$ cat src/rtl/mdio_master.sv
`default_nettype none
// ============================================================================
// Module      : mdio_master
// Description : Clause 22 / Clause 45 MDIO management master with MDC divider.
// Revision    : 1.0 - initial release
// ============================================================================
module mdio_master #(
    parameter int CLK_DIV      = 2,
    parameter int PREAMBLE_LEN = 32,
    parameter bit C45_EN       = 1'b1
) (
    input  logic        clk,
    input  logic        reset,
    input  logic        start,
    input  logic        c45,
    input  logic [1:0]  op,
    input  logic [4:0]  phy_addr,
    input  logic [4:0]  reg_addr,
    input  logic [15:0] wr_data,
    output logic [15:0] rd_data,
    output logic        busy,
    output logic        done,
    output logic        ta_err,
    output logic        mdc,
    output logic        mdio_out,
    output logic        mdio_oe,
    input  logic        mdio_in
);

    localparam int                c_cnt_w    = $clog2(2 * CLK_DIV);
    localparam logic [c_cnt_w-1:0] c_half    = c_cnt_w'(CLK_DIV);
    localparam logic [c_cnt_w-1:0] c_last    = c_cnt_w'(2 * CLK_DIV - 1);
    localparam logic [4:0]        c_pre_last = (PREAMBLE_LEN > 0) ? 5'(PREAMBLE_LEN - 1) : 5'd0;

    typedef enum logic [3:0] {
        c_idle = 4'd0, c_pre = 4'd1, c_st = 4'd2, c_op = 4'd3, c_pa = 4'd4,
        c_ra = 4'd5, c_ta = 4'd6, c_data = 4'd7, c_done = 4'd8
    } state_t;

    state_t               r_state_q, w_state_d, w_nxt_state;
    logic [4:0]           r_left_q, w_left_d, w_nxt_left;
    logic [c_cnt_w-1:0]   r_cnt_q, w_cnt_d, w_cnt_inc;
    logic [31:0]          r_sh_q, w_sh_d;
    logic [15:0]          r_rd_sh_q, w_rd_sh_d, r_rd_data_q, w_rd_data_d;
    logic                 r_is_read_q, w_is_read_d, r_ta_bad_q, w_ta_bad_d;
    logic                 r_busy_q, w_busy_d, r_done_q, w_done_d, r_ta_err_q, w_ta_err_d;
    logic                 r_mdc_q, w_mdc_d, r_out_q, w_out_d, r_oe_q, w_oe_d;
    logic                 w_bit_end, w_c45_eff, w_req_read;
    logic [1:0]           w_req_st;

    always_ff @(posedge clk) begin
        if (reset) begin
            r_state_q   <= c_idle;
            r_left_q    <= '0;
            r_cnt_q     <= '0;
            r_sh_q      <= '0;
            r_rd_sh_q   <= '0;
            r_rd_data_q <= '0;
            r_is_read_q <= 1'b0;
            r_ta_bad_q  <= 1'b0;
            r_busy_q    <= 1'b0;
            r_done_q    <= 1'b0;
            r_ta_err_q  <= 1'b0;
            r_mdc_q     <= 1'b0;
            r_out_q     <= 1'b1;
            r_oe_q      <= 1'b0;
        end else begin
            r_state_q   <= w_state_d;
            r_left_q    <= w_left_d;
            r_cnt_q     <= w_cnt_d;
            r_sh_q      <= w_sh_d;
            r_rd_sh_q   <= w_rd_sh_d;
            r_rd_data_q <= w_rd_data_d;
            r_is_read_q <= w_is_read_d;
            r_ta_bad_q  <= w_ta_bad_d;
            r_busy_q    <= w_busy_d;
            r_done_q    <= w_done_d;
            r_ta_err_q  <= w_ta_err_d;
            r_mdc_q     <= w_mdc_d;
            r_out_q     <= w_out_d;
            r_oe_q      <= w_oe_d;
        end
    end

    always_comb begin
        w_state_d   = r_state_q;
        w_left_d    = r_left_q;
        w_cnt_d     = r_cnt_q;
        w_sh_d      = r_sh_q;
        w_rd_sh_d   = r_rd_sh_q;
        w_rd_data_d = r_rd_data_q;
        w_is_read_d = r_is_read_q;
        w_ta_bad_d  = r_ta_bad_q;
        w_busy_d    = r_busy_q;
        w_done_d    = 1'b0;
        w_ta_err_d  = r_ta_err_q;
        w_mdc_d     = r_mdc_q;
        w_out_d     = r_out_q;
        w_oe_d      = r_oe_q;
        w_cnt_inc   = r_cnt_q + 1'b1;
        w_bit_end   = (r_cnt_q == c_last);
        w_c45_eff   = c45 & C45_EN;
        w_req_read  = w_c45_eff ? op[1] : (op == 2'b10);
        w_req_st    = w_c45_eff ? 2'b00 : 2'b01;

        // field sequencing: w_nxt_* is where the frame goes after the current bit
        case (r_state_q)
            c_pre:   begin w_nxt_state = c_st;   w_nxt_left = 5'd1;  end
            c_st:    begin w_nxt_state = c_op;   w_nxt_left = 5'd1;  end
            c_op:    begin w_nxt_state = c_pa;   w_nxt_left = 5'd4;  end
            c_pa:    begin w_nxt_state = c_ra;   w_nxt_left = 5'd4;  end
            c_ra:    begin w_nxt_state = c_ta;   w_nxt_left = 5'd1;  end
            c_ta:    begin w_nxt_state = c_data; w_nxt_left = 5'd15; end
            default: begin w_nxt_state = c_done; w_nxt_left = 5'd0;  end
        endcase
        if (r_left_q != 5'd0) begin
            w_nxt_state = r_state_q;
            w_nxt_left  = r_left_q - 5'd1;
        end

        if (r_state_q == c_idle || r_state_q == c_done) begin
            w_state_d = c_idle;
            w_busy_d  = 1'b0;
            w_mdc_d   = 1'b0;
            w_oe_d    = 1'b0;
            w_out_d   = 1'b1;
            if (start) begin
                w_state_d   = (PREAMBLE_LEN > 0) ? c_pre : c_st;
                w_left_d    = (PREAMBLE_LEN > 0) ? c_pre_last : 5'd1;
                w_cnt_d     = '0;
                w_sh_d      = {w_req_st, op, phy_addr, reg_addr,
                               w_req_read ? 2'b11 : 2'b10,
                               w_req_read ? 16'hFFFF : wr_data};
                w_is_read_d = w_req_read;
                w_ta_bad_d  = 1'b0;
                w_ta_err_d  = 1'b0;
                w_busy_d    = 1'b1;
                w_oe_d      = 1'b1;
                w_out_d     = (PREAMBLE_LEN > 0) ? 1'b1 : w_req_st[1];
            end
        end else begin
            w_cnt_d = w_cnt_inc;
            w_mdc_d = (w_cnt_inc >= c_half) && !w_bit_end;
            // first high-phase cycle is the sampling point for the responder
            if (r_cnt_q == c_half) begin
                if (r_state_q == c_ta && r_left_q == 5'd0) w_ta_bad_d = mdio_in;
                if (r_state_q == c_data) w_rd_sh_d = {r_rd_sh_q[14:0], mdio_in};
            end
            if (w_bit_end) begin
                w_cnt_d   = '0;
                w_state_d = w_nxt_state;
                w_left_d  = w_nxt_left;
                if (r_state_q != c_pre) w_sh_d = {r_sh_q[30:0], 1'b1};
                if (w_nxt_state == c_done) begin
                    w_busy_d = 1'b0;
                    w_done_d = 1'b1;
                    w_oe_d   = 1'b0;
                    w_out_d  = 1'b1;
                    if (r_is_read_q) begin
                        w_rd_data_d = w_rd_sh_d;
                        w_ta_err_d  = w_ta_bad_d;
                    end
                end else begin
                    w_out_d = (w_nxt_state == c_pre) ? 1'b1 : w_sh_d[31];
                    w_oe_d  = !(r_is_read_q && (w_nxt_state == c_ta || w_nxt_state == c_data));
                end
            end
        end
    end

    assign rd_data  = r_rd_data_q;
    assign busy     = r_busy_q;
    assign done     = r_done_q;
    assign ta_err   = r_ta_err_q;
    assign mdc      = r_mdc_q;
    assign mdio_out = r_out_q;
    assign mdio_oe  = r_oe_q;

endmodule
`default_nettype wire

$ cat config.mk
export PLATFORM = sky130hd
export DESIGN_NAME = mdio_master
export DESIGN_NICKNAME = d
export VERILOG_FILES = /design/src/rtl/mdio_master.sv
export SDC_FILE = /design/constraint.sdc
export NUM_CORES = 1
export LEC_CHECK = 0
export ABC_CLOCK_PERIOD_IN_PS = 1860
export CELL_PAD_IN_SITES_DETAIL_PLACEMENT = 0
export CELL_PAD_IN_SITES_GLOBAL_PLACEMENT = 2
export CORE_MARGIN = 2
export CORE_UTILIZATION = 25
export CTS_CLUSTER_DIAMETER = 120
export DETAILED_ROUTE_END_ITERATION = 16
export HOLD_SLACK_MARGIN = 0.02
export MAX_ROUTING_LAYER = met4
export PLACE_DENSITY = 0.67
export SYNTH_ARGS = -nofsm -noshare
export SYNTH_HDL_FRONTEND = slang
export SYNTH_SLANG_ARGS = --single-unit
$ cat constraint.sdc
create_clock -name clk -period 1.86 [get_ports clk]
set_input_delay 0.372 -clock clk [delete_from_list [all_inputs] [get_ports clk]]
set_output_delay 0.372 -clock clk [all_outputs]
set_load 0.01 [all_outputs]
==> metrics.md, run 1 <==
| Metric | Value |
|---|---|
| Worst Setup Slack post-DPL | -0.347 ns |
| Cts hold-fix bufs | 0 |
| Setup TNS | -1.25 ns |
| Hold WS | 0.460 ns |
| Worst slew pin tran | 0.568 ns |
| Commonest non-fill, non-tap cell in the layout | dfxtp_1 |
| Maximum VDD drop | 424 uV |
| Crit path required time | 2.09 ns |
| Met2 routed WL | 4620 um |
| DRC errors left | 0 |
| Flop pwr share | 45.2% |
| Crit path kind | register to register |
| Leading cell types in the layout, fill and taps excluded | 79 x dfxtp_1, 70 x nor2_1, 52 x clkdlybuf4s50_1, 34 x buf_4, 23 x nand2_1 |
| Max Clock Freq | 0.506 GHz |
| Post-synthesis async set-or-reset flop share | 0% |
| Placed cell count | 645 |
| Routed wl met3 | 491 um |
| Initial antenna violation count | 0 |
| Delay of the slowest cell on the worst path | 0.52 ns |
| Initial cell density of the core | 25.7% |
| Startpoint class of the critical path | register |
| Largest net degree at the start of global routing | 37 |
| Die Y | 124 um |
| Clk pin slew, worst setup/hold paths | 0.06 ns |
| CTS tree | done |
| Outcome | complete, but fails checks |
| Final setup margin | -0.117 ns |
| Tmin final | 1.98 ns |
| WL met1 | 4580 um |
| Post-synth top area share | 46.2% |
| Final Max Slew Viols | 0 |
| Sequential share of the synthesized area | 46.2% |
| IO Count | 55 |
| Antenna cells | 0 |
| FF+latch count, synth | 83 |
| Drt total wl | 9850 um |
| Violated checks | negative setup slack |
| Synth Flop Type | dfxtp_1 |
| Filler Cells Inserted | 1423 |
| Maxcap violations | 0 |
| Routed vias | 3263 |
| Netlist cell types | 44 |
| Final GP Congestion | 0.832 |
| Wire per inst | 14.7 um |
| Width of the chip | 124 um |
| Synth Warn # | 0 |
| Hold Fails Final Rpt | 0 |
| Pwr/cell area | 805 nW/um^2 |
| Crit path cell chain | inv_2 -> ha_4 -> or4b_4 -> buf_6 -> or3_4 -> a221oi_2 -> o21ai_1 |
| Clock power frac | 42.6% |
| Row count | 43 |
| Max layer used | met4 |
| CP startpoint | r_left_q[1] |
| First-pass GRT wire length | 16000 um |
| H-tree lvl count | 3 |
| Leakage power | 1.81 nW |
| Final setup fails | 21 |
| Post-synth design cell area | 3600 sq um |
| Clk buf depth | 2 |
| DIE AREA | 15400 sq um |
| Area of the core | 14000 sq um |
| P_int | 3.15 mW |
| Syn_nets | 444 |
| Clk Latency, worst-skew pair | 0.34 ns |
| Psw | 1.04 mW |
| Clock buffer count from CTS | 9 |
| Port-buffer cells | 54 |
| RSZ-0062 raised after global routing | yes |
| Fin crit share | 106% |
| Root buffer cell | clkbuf_16 |
| Endpoint class of the critical path | register |
| Final net count | 522 |
| Core Util, Final | 37.2% |
| Share of layout cells above drive strength 1 | 25.3% |
| Finished Layout Cells | 670 |
| Area Overhead vs Synth | 44.5% |
| DR iter-0 viols | 142 |
| Yosys top cell by area | dfxtp_1 |
| Congestion Overflow GR | 0 |
| Hold Startpoint | start |
| Tot GR Track Use | 14.2% |
| Crit Path Max Fanout | 5 |
| Post-DRT Antenna Nets | 0 |
| Number of synthesized flops with an enable pin | 0 |
| Mean post-synth cell area | 8.84 sq um |
| HPWL Detailed | 6240 um |
| Crit path max-delay family | simple AND/OR/NAND/NOR gates |
| CP max-delay cell | or4b_4 |
| Worst EP arrival | 2.20 ns |
| Worst relative slew slack | 62.1% |
| R2R Path Start | r_left_q[1] |
| Switch share | 24.9% |
| Via/cell ratio | 4.87 |
| DRT Pass-1 Iters | 4 |
| Area contributors post-synth | dfxtp_1 46%, nor2_1 8.9%, mux2i_1 5.0% |
| Combinational Power Share | 12.2% |
| CP bufs+invs | 2 |
| Class of the worst hold path | input pin to register |
| Synth Instances | 407 |
| Layout Skew | 0.00715 ns |
| Vias in the first global route | 3128 |
| Clock sink count | 83 |
[power by group through the flow]
stage | combinational [mW] | clock, mW | sequential (mW)
6_report | 0.509 | 1.78 | 1.89
3_3_place_gp | 0.472 | 0 | 1.93
3_5_place_dp | 0.479 | 0 | 1.93
2_1_floorplan | 0.265 | 0 | 1.93
5_1_grt | 0.565 | 1.93 | 1.90
4_1_cts | 0.488 | 1.84 | 1.89
[Yosys cell counts (all sizes together), types with 2 or more instances]
cell type / count
nand2b: 2
mux2i: 18
a221oi: 15
nor4: 2
nor2: 85
clkbuf: 22
nor3: 25
ha: 4
buf: 14
nand2: 23
nand3: 4
o21ai: 23
or4b: 3
a211o: 2
or3: 3
o31ai: 2
a21oi: 10
nor2b: 2
a311oi: 16
dfxtp: 83
nor4b: 3
a211oi: 23
a31oi: 3
inv: 7
[flip-flops by register name, indices dropped and copies added (netlist names)]
register	flops
busy	1
done	1
mdc	1
mdio_oe	1
mdio_out	1
r_cnt_q	2
r_is_read_q	1
r_left_q	5
r_rd_sh_q	16
r_sh_q	32
r_state_q	4
r_ta_bad_q	1
rd_data	16
ta_err	1
[tightest hold or removal path, cell delays in order]
cell and delay (ns):
dlymetal6s2s_1 0.17, inv_1 0.08, a31oi_1 0.08, nor2_1 0.07
[final timing paths]
path | endpoint | slack (ns) | depth (start not counted)
setup reg to reg | mdio_out | -0.12 | 7
hold / removal | r_cnt_q[1] | 0.46 | 4
setup / recovery | mdio_out | -0.12 | 7
hold reg to reg | r_sh_q[8] | 0.48 | 2
[routing by layer]
| layer | vias up | track usage [%] |
|---|---|---|
| li1 | 1636 | - |
| met2 | 75 | 22.1 |
| met1 | 1542 | 17.2 |
| met4 | 0 | 5.06 |
| met3 | 10 | 4.58 |
| met5 | - | - |
[layout make-up]
class	instances	area (sq um)	area share, %
Timing Repair Buffer	103	1070	20.6
Inverter	8	30.0	0.577
Clock buffer	10	229	4.40
Multi-Input combinational cell	280	1910	36.8
Tap cell	180	225	4.33
Clock inverter	6	66.3	1.27
Sequential cell	83	1670	32.0
[stage by stage]
stage               power (mW)  area, sq um
CTS                       4.22         5130
detailed placement        2.41         4640
finish                    4.19         5200
floorplan                 2.19         3660
global placement          2.40         4640
global route              4.40         5200
[logic make-up after synthesis]
logic type | synth area share, %
adders and majority gates | 1.39
buffers and inverters | 5.42
DFF | 46.2
AOI/OAI and AO/OA | 22.4
and+or+nand+nor | 19.2
xor gates and xnor gates | 0.487
muxes | 5.01
[what timing repair did]
action,in CTS,in global routing
setup buffers,5,1
cloned,4,1
resized for setup,15,25
pin swaps,22,7
setup endpoints to repair,21,59
Note: power is estimated with default switching activity, not from simulation.
==> run 2, diff against run 1 <==
--- a/config.mk
+++ b/config.mk
@@ -8,10 +8,12 @@
 export ABC_CLOCK_PERIOD_IN_PS = 1860
 export CELL_PAD_IN_SITES_DETAIL_PLACEMENT = 0
 export CELL_PAD_IN_SITES_GLOBAL_PLACEMENT = 2
+export CORE_ASPECT_RATIO = 0.8
 export CORE_MARGIN = 2
 export CORE_UTILIZATION = 25
 export CTS_CLUSTER_DIAMETER = 120
 export DETAILED_ROUTE_END_ITERATION = 16
+export GPL_ROUTABILITY_DRIVEN = 0
 export HOLD_SLACK_MARGIN = 0.02
 export MAX_ROUTING_LAYER = met4
 export PLACE_DENSITY = 0.67
==> metrics.md, run 2 (synthesis results as in run 1) <==
| Metric | Value |
|---|---|
| Placed cell count | 656 (+1.7%) |
| Outcome | complete, but fails checks |
| Multi-input logic area | 1970 sq um (+2.7%) |
| Worst slew pin tran | 0.527 ns (-0.0411 ns) |
| CTS tree | done |
| Routed vias | 3286 (+0.70%) |
| Initial cell density of the core | 25.4% (-0.38 points) |
| Clk pin slew, worst setup/hold paths | 0.07 ns (about the same) |
| Clock sink count | 83 (unchanged) |
| Min-Delay Path Depth | 2 (-2) |
| Vias in the first global route | 3211 (+2.7%) |
| Final setup fails | 23 (+9.5%) |
| Post-DRT Antenna Nets | 0 (unchanged) |
| Row count | 39 (-9.3%) |
| Clk buf depth | 2 (unchanged) |
| Final Max Slew Viols | 0 (unchanged) |
| Tmin final | 2.03 ns (+0.0520 ns) |
| Maximum VDD drop | 516 uV (+22%) |
| Root buffer cell | clkbuf_16 |
| Worst EP arrival | 2.25 ns (+0.05 ns) |
| Worst relative slew slack | 64.7% (+2.5 points) |
| Leading cell types in the layout, fill and taps excluded | 77 x dfxtp_1, 74 x nor2_1, 52 x clkdlybuf4s50_1, 36 x buf_4, 22 x nand2_1 |
| Cts hold-fix bufs | 0 (unchanged) |
| Final net count | 529 (+1.3%) |
| CP startpoint | r_left_q[0] |
| Congestion Overflow GR | 0 (unchanged) |
| Reg2Reg Setup Slack | -0.17 ns (-0.05 ns) |
| Layout Skew | 0.00681 ns (-0.000346 ns) |
| Storage cell area | 1670 sq um (+0.15%) |
| Pwr/cell area | 776 nW/um^2 (-3.6%) |
| Initial antenna violation count | 0 (unchanged) |
| Max Clock Freq | 0.493 GHz (-2.6%) |
| Startpoint class of the critical path | register |
| Endpoint class of the critical path | register |
| Width of the chip | 138 um (+11%) |
| R2R Path Start | r_left_q[0] |
| HPWL Detailed | 6550 um (+4.9%) |
| Fin crit share | 109% (+2.8 points) |
| Final setup margin | -0.169 ns (-0.0520 ns) |
| Reg-to-Reg End | mdio_oe |
| Largest net degree at the start of global routing | 37 (unchanged) |
| Port-buffer cells | 54 (unchanged) |
| Class of the worst hold path | input pin to register |
| Die Y | 111 um (-10%) |
| Tot GR Track Use | 13.4% (-0.71 points) |
| First-pass GRT wire length | 16300 um (+2.3%) |
| Finished Layout Cells | 681 (+1.6%) |
| Hold Startpoint | reset |
| Violated checks | negative setup slack |
| H-tree lvl count | 3 (unchanged) |
| Area of the core | 14200 sq um (+1.5%) |
| R2R cell count | 8 (+1) |
| Antenna cells | 0 (unchanged) |
| Clock buffer count from CTS | 9 (unchanged) |
| Wire per inst | 14.7 um (about the same) |
| DRT Pass-1 Iters | 4 (unchanged) |
| RSZ-0062 raised after global routing | yes |
| Commonest non-fill, non-tap cell in the layout | dfxtp_1 |
| Share of layout cells above drive strength 1 | 27.0% (+1.7 points) |
| Area Overhead vs Synth | 49.2% |
| Hold WS | 0.413 ns (-0.0472 ns) |
| Filler Cells Inserted | 1409 (-0.98%) |
| Leakage power | 1.88 nW (+3.6%) |
| Crit path required time | 2.08 ns (about the same) |
| Hold Path Sink | r_cnt_q[1] |
| IO Count | 55 (unchanged) |
| DR iter-0 viols | 119 (-16%) |
| Crit Path Max Fanout | 3 (-2) |
| Clk Latency, worst-skew pair | 0.34 ns (about the same) |
| Crit path kind | register to register |
| Max reg flops | 32 (unchanged) |
| DIE AREA | 15400 sq um (about the same) |
| Drt total wl | 10000 um (+1.7%) |
| DRC errors left | 0 (unchanged) |
| Biggest register | r_sh_q |
| Hold Fails Final Rpt | 0 (unchanged) |
| Via/cell ratio | 4.83 (-0.92%) |
| Maxcap violations | 0 (unchanged) |
[run 2: cell types whose count changed in the layout (fill, tap and decap cells not counted), moves of 3 or more]
cell and change:
buf_12 +5, nor2_2 -7, mux2i_1 -3, nor2_4 +3, nor2_1 +4, mux2i_2 +3
[run 2: cell type report]
cell class	instances	area share, %
Inverter	8	0.559
Tap cell	184	4.29
Clock inverter	6	0.885
Multi-Input combinational cell	280	36.6
Timing Repair Buffer	110	22.1
Sequential cell	83	31.1
Clock buffer	10	4.45
[run 2: worst max-delay path: stages (launching register included)]
cell and delay, ns:
dfxtp_2 0.32, inv_2 0.08, ha_4 0.13, or4b_4 0.52, buf_12 0.16, buf_6 0.11
or3_4 0.32, a211oi_2 0.18, o22ai_1 0.10
[run 2: stage by stage]
stage	instance area (sq um)	total power [mW]	worst slack [ns]	util [%]	setup TNS, ns
after floorplan	3660	2.19	-0.127	-	-1.84
after global placement	4740	2.42	-0.288	33.4	-11.32
after detailed placement	4740	2.43	-0.347	33.4	-12.17
after CTS	5240	4.19	-0.148	36.9	-1.83
after global routing	5370	4.36	-0.215	37.8	-3.89
final	5370	4.17	-0.169	37.8	-2.04
[run 2: timing repair]
action	CTS	global route
setup buffers	5	1
gates resized for setup	21	29
setup endpoints to repair	26	62
pin swaps	9	17
cloned	3	1
[run 2: how the worst max path moves through the flow]
stage | endpoint | slack, ns
after floorplan | ta_err | -0.13
after global placement | r_sh_q[5] | -0.29
after detailed placement | r_sh_q[9] | -0.35
after CTS | rd_data[15] | -0.15
after global routing | rd_data[15] | -0.22
final | mdio_oe | -0.17
[run 2: where the power goes]
| group | leakage, nW | internal (mW) | switching [mW] | total (mW) |
|---|---|---|---|---|
| Combinational | 1.07 | 0.279 | 0.266 | 0.545 |
| Sequential | 0.680 | 1.85 | 0.0440 | 1.90 |
| Clock | 0.128 | 0.951 | 0.777 | 1.73 |
[run 2: metal layers]
layer	vias to the layer above	routed length (um)	GRT usage [%]
li1	1650	-	-
met1	1558	4930	17.9
met2	70	4610	20.4
met3	8	376	3.50
met4	0	102	3.40
met5	-	0	-
